<file path="config.mk">
export PLATFORM = sky130hd
export DESIGN_NAME = nav_fsm_timed
export DESIGN_NICKNAME = d
export VERILOG_FILES = /design/src/rtl/nav_pkg.sv /design/src/rtl/nav_fsm_timed_ir_hysteresis.sv /design/src/rtl/nav_fsm_timed.sv
export SDC_FILE = /design/constraint.sdc
export NUM_CORES = 1
export LEC_CHECK = 0
export ABC_AREA = 1
export BUFFER_PORTS_ARGS = -buffer_cell sky130_fd_sc_hd__buf_4
export CAP_MARGIN = 25
export CORE_ASPECT_RATIO = 1.25
export CORE_UTILIZATION = 45
export DETAILED_ROUTE_END_ITERATION = 12
export HOLD_SLACK_MARGIN = 0.12
export PLACE_DENSITY_LB_ADDON = 0.2
export SYNTH_ARGS = -nofsm -noshare
export SYNTH_HDL_FRONTEND = slang
export SYNTH_SLANG_ARGS = --single-unit
</file>
<file path="constraint.sdc">
create_clock -name clk_in -period 2.55 [get_ports clk_in]
set_input_delay 0.1275 -clock clk_in [delete_from_list [all_inputs] [get_ports clk_in]]
set_output_delay 0.1275 -clock clk_in [all_outputs]
set_load 0.005 [all_outputs]
</file>
<file path="src/rtl/nav_pkg.sv">
// Shared types and the state-to-drive decode for the timed maze navigator.
package nav_pkg;

  typedef enum logic [2:0] {
    IDLE        = 3'd0,
    FORWARD     = 3'd1,
    TURN_LEFT   = 3'd2,
    TURN_RIGHT  = 3'd3,
    TURN_AROUND = 3'd4,
    SETTLE      = 3'd5
  } nav_state_t;

  // Setpoints travel at a fixed generous width; the top trims to RPM_W.
  localparam int unsigned SP_W = 32;

  typedef struct packed {
    logic [SP_W-1:0] rpm_left;
    logic [SP_W-1:0] rpm_right;
    logic            en_left;
    logic            en_right;
    logic            dir_left;
    logic            dir_right;
    logic            turning;
  } drive_t;

  // Motor bundle for a given navigation state (direction 1 = forward).
  function automatic drive_t decode_drive(
    input nav_state_t      st,
    input logic [SP_W-1:0] cruise_rpm,
    input logic [SP_W-1:0] fast_rpm,
    input logic [SP_W-1:0] slow_rpm,
    input logic [SP_W-1:0] spin_rpm
  );
    drive_t d;
    d = '0;
    case (st)
      IDLE: begin
        d = '0;
      end
      FORWARD, SETTLE: begin
        d = '{rpm_left: cruise_rpm, rpm_right: cruise_rpm, en_left: 1'b1, en_right: 1'b1,
              dir_left: 1'b1, dir_right: 1'b1, turning: 1'b0};
      end
      TURN_RIGHT: begin
        d = '{rpm_left: fast_rpm, rpm_right: slow_rpm, en_left: 1'b1, en_right: 1'b1,
              dir_left: 1'b1, dir_right: 1'b1, turning: 1'b1};
      end
      TURN_LEFT: begin
        d = '{rpm_left: slow_rpm, rpm_right: fast_rpm, en_left: 1'b1, en_right: 1'b1,
              dir_left: 1'b1, dir_right: 1'b1, turning: 1'b1};
      end
      TURN_AROUND: begin
        d = '{rpm_left: spin_rpm, rpm_right: spin_rpm, en_left: 1'b1, en_right: 1'b1,
              dir_left: 1'b1, dir_right: 1'b0, turning: 1'b1};
      end
      default: begin
        d = '0;
      end
    endcase
    return d;
  endfunction

endpackage

</file>
<file path="src/rtl/nav_fsm_timed_ir_hysteresis.sv">
// Per-sensor open/closed flag with a dead band between the two thresholds.
// `open` presents the flag as updated by the current sample, so decisions
// taken this cycle already see the new reading.
module ir_hysteresis
  import nav_pkg::*;
#(
  parameter int unsigned SENSOR_W      = 12,
  parameter int unsigned OPEN_THRESH   = 1000,
  parameter int unsigned CLOSED_THRESH = 1200
) (
  input  logic                clk_in,
  input  logic                reset_in,
  input  logic                sample_valid,
  input  logic [SENSOR_W-1:0] reading,
  output logic                open
);

  logic open_r;
  logic open_s;

  // Next flag value: set below the open threshold, clear above the closed one, else hold.
  always_comb begin
    open_s = open_r;
    if (sample_valid) begin
      if (32'(reading) < OPEN_THRESH) begin
        open_s = 1'b1;
      end else if (32'(reading) > CLOSED_THRESH) begin
        open_s = 1'b0;
      end else begin
        open_s = open_r;
      end
    end else begin
      open_s = open_r;
    end
  end

  // Flag register; a closed wall is assumed out of reset.
  always_ff @(posedge clk_in) begin
    if (reset_in) begin
      open_r <= 1'b0;
    end else begin
      open_r <= open_s;
    end
  end

  assign open = open_s;

endmodule

</file>
<file path="src/rtl/nav_fsm_timed.sv">
// Right-hand-rule maze navigator: hysteretic IR flags, debounced turn
// decisions, timed turns followed by a settle interval, registered drive.
module nav_fsm_timed
  import nav_pkg::*;
#(
  parameter int unsigned SENSOR_W           = 12,
  parameter int unsigned RPM_W              = 21,
  parameter int unsigned OPEN_THRESH        = 1000,
  parameter int unsigned CLOSED_THRESH      = 1200,
  parameter int unsigned DEBOUNCE_SAMPLES   = 3,
  parameter int unsigned TURN_CYCLES        = 25_000_000,
  parameter int unsigned TURN_AROUND_CYCLES = 50_000_000,
  parameter int unsigned SETTLE_CYCLES      = 10_000_000,
  parameter int unsigned CRUISE_RPM         = 100,
  parameter int unsigned TURN_FAST_RPM      = 100,
  parameter int unsigned TURN_SLOW_RPM      = 50,
  parameter int unsigned SPIN_RPM           = 100
) (
  input  logic                clk_in,
  input  logic                reset_in,
  input  logic                run_en,
  input  logic                sample_valid,
  input  logic [SENSOR_W-1:0] right_ir,
  input  logic [SENSOR_W-1:0] left_ir,
  input  logic [SENSOR_W-1:0] forward_ir,
  output logic [RPM_W-1:0]    rpm_left_setpoint,
  output logic [RPM_W-1:0]    rpm_right_setpoint,
  output logic                left_motor_en,
  output logic                right_motor_en,
  output logic                left_motor_direction,
  output logic                right_motor_direction,
  output logic [2:0]          state_out,
  output logic                turning
);

  localparam int unsigned MAX_TURN = (TURN_CYCLES > TURN_AROUND_CYCLES) ? TURN_CYCLES : TURN_AROUND_CYCLES;
  localparam int unsigned MAX_CYC  = (MAX_TURN > SETTLE_CYCLES) ? MAX_TURN : SETTLE_CYCLES;
  localparam int unsigned TMR_W    = $clog2(MAX_CYC + 1);
  localparam int unsigned CNT_W    = $clog2(DEBOUNCE_SAMPLES + 1);

  if (CLOSED_THRESH < OPEN_THRESH) begin : g_bad_thresh
    $error("CLOSED_THRESH must be >= OPEN_THRESH");
  end
  if (((64'(CRUISE_RPM) | 64'(TURN_FAST_RPM) | 64'(TURN_SLOW_RPM) | 64'(SPIN_RPM)) >> RPM_W) != 64'd0) begin : g_bad_rpm
    $error("setpoint constant does not fit in RPM_W");
  end

  logic       right_open_s;
  logic       left_open_s;
  logic       fwd_open_s;
  nav_state_t cand_s;
  nav_state_t state_r;
  nav_state_t next_state_s;
  nav_state_t prev_cand_r;
  nav_state_t prev_cand_next_s;
  logic [TMR_W-1:0] timer_r;
  logic [TMR_W-1:0] timer_next_s;
  logic [CNT_W-1:0] cnt_r;
  logic [CNT_W-1:0] cnt_next_s;
  logic [CNT_W-1:0] cnt_inc_s;
  drive_t           drive_s;

  ir_hysteresis #(.SENSOR_W(SENSOR_W), .OPEN_THRESH(OPEN_THRESH), .CLOSED_THRESH(CLOSED_THRESH)) u_hyst_right (
    .clk_in(clk_in), .reset_in(reset_in), .sample_valid(sample_valid), .reading(right_ir), .open(right_open_s));
  ir_hysteresis #(.SENSOR_W(SENSOR_W), .OPEN_THRESH(OPEN_THRESH), .CLOSED_THRESH(CLOSED_THRESH)) u_hyst_left (
    .clk_in(clk_in), .reset_in(reset_in), .sample_valid(sample_valid), .reading(left_ir), .open(left_open_s));
  ir_hysteresis #(.SENSOR_W(SENSOR_W), .OPEN_THRESH(OPEN_THRESH), .CLOSED_THRESH(CLOSED_THRESH)) u_hyst_fwd (
    .clk_in(clk_in), .reset_in(reset_in), .sample_valid(sample_valid), .reading(forward_ir), .open(fwd_open_s));

  // Right-hand rule: prefer right, then straight, then left, else reverse.
  always_comb begin
    cand_s = TURN_AROUND;
    if (right_open_s) begin
      cand_s = TURN_RIGHT;
    end else if (fwd_open_s) begin
      cand_s = FORWARD;
    end else if (left_open_s) begin
      cand_s = TURN_LEFT;
    end else begin
      cand_s = TURN_AROUND;
    end
  end

  // Next state, turn/settle timer and decision debounce.
  always_comb begin
    next_state_s     = state_r;
    timer_next_s     = timer_r;
    cnt_next_s       = cnt_r;
    prev_cand_next_s = prev_cand_r;
    cnt_inc_s        = CNT_W'(1);
    if (!run_en) begin
      next_state_s     = IDLE;
      timer_next_s     = TMR_W'(0);
      cnt_next_s       = CNT_W'(0);
      prev_cand_next_s = FORWARD;
    end else begin
      case (state_r)
        IDLE: begin
          next_state_s     = FORWARD;
          timer_next_s     = TMR_W'(0);
          cnt_next_s       = CNT_W'(0);
          prev_cand_next_s = FORWARD;
        end
        FORWARD: begin
          if (sample_valid) begin
            if (cand_s == FORWARD) begin
              cnt_next_s       = CNT_W'(0);
              prev_cand_next_s = FORWARD;
            end else begin
              if (cand_s == prev_cand_r) begin
                cnt_inc_s = cnt_r + CNT_W'(1);
              end else begin
                cnt_inc_s = CNT_W'(1);
              end
              if (32'(cnt_inc_s) >= DEBOUNCE_SAMPLES) begin
                next_state_s     = cand_s;
                cnt_next_s       = CNT_W'(0);
                prev_cand_next_s = FORWARD;
                if (cand_s == TURN_AROUND) begin
                  timer_next_s = TMR_W'(TURN_AROUND_CYCLES - 1);
                end else begin
                  timer_next_s = TMR_W'(TURN_CYCLES - 1);
                end
              end else begin
                cnt_next_s       = cnt_inc_s;
                prev_cand_next_s = cand_s;
              end
            end
          end else begin
            cnt_next_s = cnt_r;
          end
        end
        TURN_LEFT, TURN_RIGHT, TURN_AROUND: begin
          if (timer_r == TMR_W'(0)) begin
            next_state_s = SETTLE;
            timer_next_s = TMR_W'(SETTLE_CYCLES - 1);
          end else begin
            timer_next_s = timer_r - TMR_W'(1);
          end
        end
        SETTLE: begin
          if (timer_r == TMR_W'(0)) begin
            next_state_s     = FORWARD;
            cnt_next_s       = CNT_W'(0);
            prev_cand_next_s = FORWARD;
          end else begin
            timer_next_s = timer_r - TMR_W'(1);
          end
        end
        default: begin
          next_state_s     = IDLE;
          timer_next_s     = TMR_W'(0);
          cnt_next_s       = CNT_W'(0);
          prev_cand_next_s = FORWARD;
        end
      endcase
    end
  end

  // Drive bundle decoded from the upcoming state so outputs move with state_out.
  always_comb begin
    drive_s = decode_drive(next_state_s, SP_W'(CRUISE_RPM), SP_W'(TURN_FAST_RPM),
                           SP_W'(TURN_SLOW_RPM), SP_W'(SPIN_RPM));
  end

  // State, timer, debounce history and registered motor outputs.
  always_ff @(posedge clk_in) begin
    if (reset_in) begin
      state_r               <= IDLE;
      timer_r               <= TMR_W'(0);
      cnt_r                 <= CNT_W'(0);
      prev_cand_r           <= FORWARD;
      rpm_left_setpoint     <= RPM_W'(0);
      rpm_right_setpoint    <= RPM_W'(0);
      left_motor_en         <= 1'b0;
      right_motor_en        <= 1'b0;
      left_motor_direction  <= 1'b0;
      right_motor_direction <= 1'b0;
      state_out             <= 3'd0;
      turning               <= 1'b0;
    end else begin
      state_r               <= next_state_s;
      timer_r               <= timer_next_s;
      cnt_r                 <= cnt_next_s;
      prev_cand_r           <= prev_cand_next_s;
      rpm_left_setpoint     <= RPM_W'(drive_s.rpm_left);
      rpm_right_setpoint    <= RPM_W'(drive_s.rpm_right);
      left_motor_en         <= drive_s.en_left;
      right_motor_en        <= drive_s.en_right;
      left_motor_direction  <= drive_s.dir_left;
      right_motor_direction <= drive_s.dir_right;
      state_out             <= next_state_s;
      turning               <= drive_s.turning;
    end
  end

endmodule
</file>
==> run metrics <==
crit path max fanout=9; Crit. End Element=register; ys flop type=dfxtp_1; Detailed Routing Iterations Pass 1=6; antenna cells=0; worst-margin pin slew=577 ps; Syn Area/Cell=6.83 um^2; top-area cell type share of the netlist area=0.265; leakage power=between 1.5 and 2 nW; Buf/Inv on CP=3; Int Pwr=~1.2 mW; CTS tree=built; pre-CTS setup slack=55.1 ps; Routed Antenna Nets=0; Setup crit end=timer_r[17]; Hold Violations, Final=0; sw frac=0.321; Hold Path Class=in2reg; CTS clk-pin slew, worst paths=90 ps; Cells after Synth=487; final setup vio count=0; status=finished clean; die area=around 7700 um^2; worst setup margin=between 200 and 250 ps; NetSw=580 uW; Vias=roughly 3.1k; R2R Setup Slk=240 ps; MaxCap Viol Count=0; number of flops mapped to enable cells by yosys=0; GR Overflow Total=0; total routed wirelength=7.32 mm; relative slew slack=0.614; Clock Sinks=44; Compound-Gate Fraction of Synth Area=0.180; clock skew=8.30 ps; ys async rst share=0; xor and xnor area share after synthesis=0.0448; vias per cell=4.86; Die Ht=98.1 um; Clock Path Buffers=2; first-pass GRT wire length=12.5 mm; Critical Path RT=2730 ps; PortBufs=between 50 and 60; Sequential Power Share=0.403; Max Freq=433 MHz; cell taking the most area after synthesis=dfxtp_1; share of cells above drive strength 1=0.248; number of DRC markers in iteration 0=105; Top delay family on crit path=simple AND/OR/NAND/NOR gates; Area contributors post-synth=dfxtp_1 26%, buf_4 9.0%, nand2_1 9.0%, nor2_1 8.8%, inv_1 7.7%; multiplexer share of the synthesized area=0; area grow syn2layout=18.2%; CP arrival=2490 ps; vias in the first global route=just under 3k; Initial Util=0.471; clock latency on the worst-skew pair=300 ps; Crit Path Class=reg2reg; total CTS buffers=5; minimum clock period=2310 ps; total negative setup slack=0 ps; P per Cell Area=460 nW/um^2; Worst VDD drop=263 uV; critical-path cell list=inv_1, ha_4, nand2_2, nor2_2, inv_1, nor3_2, nand2_1, nor2_2, nand3_1, o21ai_4, buf_12, o21ai_0, nor2_1, a211oi_2; adder-cell share of the synthesized area=0.00376; sequential area share after synthesis=0.265; WP depth=14; Largest stage delay, worst path=300 ps; largest family of logic cells by synthesized area=simple AND/OR/NAND/NOR gates; Ys Warns=0; most common cell in the netlist=nand2_1; largest net degree at the start of global routing=25; DIE WIDTH=78.9 um; Crit. Startpoint=timer_r[1]; placed cell areas=about 3700 um^2; Core ar.=7060 um^2; most frequent cells after synthesis=80 x nand2_1, 78 x nor2_1, 68 x inv_1; worst r2r src=timer_r[1]; Synth Register Bits=44; post-synthesis cell type count=40; global-route usage over all layers=0.198; crit share post-route=0.905; Placement Rows=34; worst reg2reg path endpoint=timer_r[17]; Critical Path Source Type=register; Clock Root Buffer=clkbuf_8; DRC=0; combinational share of power=0.302; initial antenna violation count=0; HPWL after DPL=5.78 mm; simple-gate portion of the synthesized area=0.315; # IOs=90; WL/cell=11.4 um; H-Tree Depth=2; design area=3930 um^2; Register-to-Register Path Depth=14; RSZ-0062 raised after global routing=false; synthesized cell area=3330 um^2; routability congestion estimate=0.933; Crit-path slowest cell=dfxtp_1; Final Util=0.557; Final Max Slew Viols=0; Clock Power Share=0.295; final net count=approximately 590
[cell families (layout without fill, tap and decap cells)]
logic type,Yosys count,count (layout)
XOR/XNOR,17,17
AND/OR/NAND/NOR,226,226
buffers and inverters,120,154
AO/OA/AOI/OAI,78,78
adder cells (fa/ha/maj),1,1
flip-flops,44,44
other,1,32
[cells in the final DEF (no fill, tap or decap), types with 4 or more instances in the layout]
cell type	netlist	routed
nand2_2	1	4
nand3_1	21	21
inv_1	68	67
conb_1	1	32
nor2_2	3	5
a211oi_2	20	20
buf_4	40	71
nand4_1	10	10
a21oi_1	21	21
o21ai_0	21	20
dfxtp_1	44	44
nand2_1	80	77
xor2_1	17	17
nor2_1	78	76
nor3_1	14	13
clkbuf_8	0	5
nor3_2	5	6
nand3_2	4	4
[routing by layer]
metal	track usage	vias to the layer above	share of wire
met4	0.0671	0	0.019
met2	0.385	70	0.52
met3	0.0290	13	0.041
met5	0	-	0
li1	-	1623	-
met1	0.211	1411	0.42
[tightest hold or removal path, delay by kind of cell]
kind,cells,cell delay (ps)
buffers and inverters,1,70
AND/OR/NAND/NOR,3,220
[area by class of cell]
type	instances	area, um^2
clock buffer	6	72.6
sequential	44	881
multi-input combinational	354	1970
inverter	71	269
tap	90	113
clock inverter	2	35.0
fill	712	3130
timing repair buffer	75	593
[metrics by stage]
step / hold WS (ps) / total power [mW] / instances
after floorplan: 207 / 1.15 / 518
after global placement: 410 / 1.26 / 629
after detailed placement: 410 / 1.26 / 629
after CTS: 152 / 1.80 / 639
after global routing: 195 / 1.93 / 642
final: 165 / 1.81 / 642
[power by group through the flow]
stage / registers, mW / clock network (mW) / logic [mW]
2_1_floorplan: 0.741 / 0 / 0.405
3_3_place_gp: 0.745 / 0 / 0.511
3_5_place_dp: 0.745 / 0 / 0.514
4_1_cts: 0.729 / 0.549 / 0.522
5_1_grt: 0.733 / 0.579 / 0.617
6_report: 0.729 / 0.534 / 0.547
[registers in the layout, indices dropped and copies added (netlist names)]
name	count
cnt_r	2
prev_cand_r	3
right_motor_direction	1
rpm_left_setpoint	2
rpm_right_setpoint	3
state_r	3
timer_r	26
turning	1
u_hyst_fwd.open_r	1
u_hyst_left.open_r	1
u_hyst_right.open_r	1
[worst min-delay path by stage]
stage | from | endpoint | cells past startpoint
2_1_floorplan | reset_in | rpm_right_setpoint[4] | 1
6_report | left_ir[7] | u_hyst_left.open_r | 4
3_3_place_gp | reset_in | state_r[1] | 2
5_1_grt | left_ir[7] | u_hyst_left.open_r | 4
4_1_cts | left_ir[7] | u_hyst_left.open_r | 4
3_5_place_dp | reset_in | right_motor_direction | 2
[timing repair]
item	CTS	global route
resized for setup	0	12
hold buffers	2	0
setup endpoints to repair	0	27
endpoints found under the hold margin	11	0
setup buffers	0	3
Power figures use the tool's default switching activity.
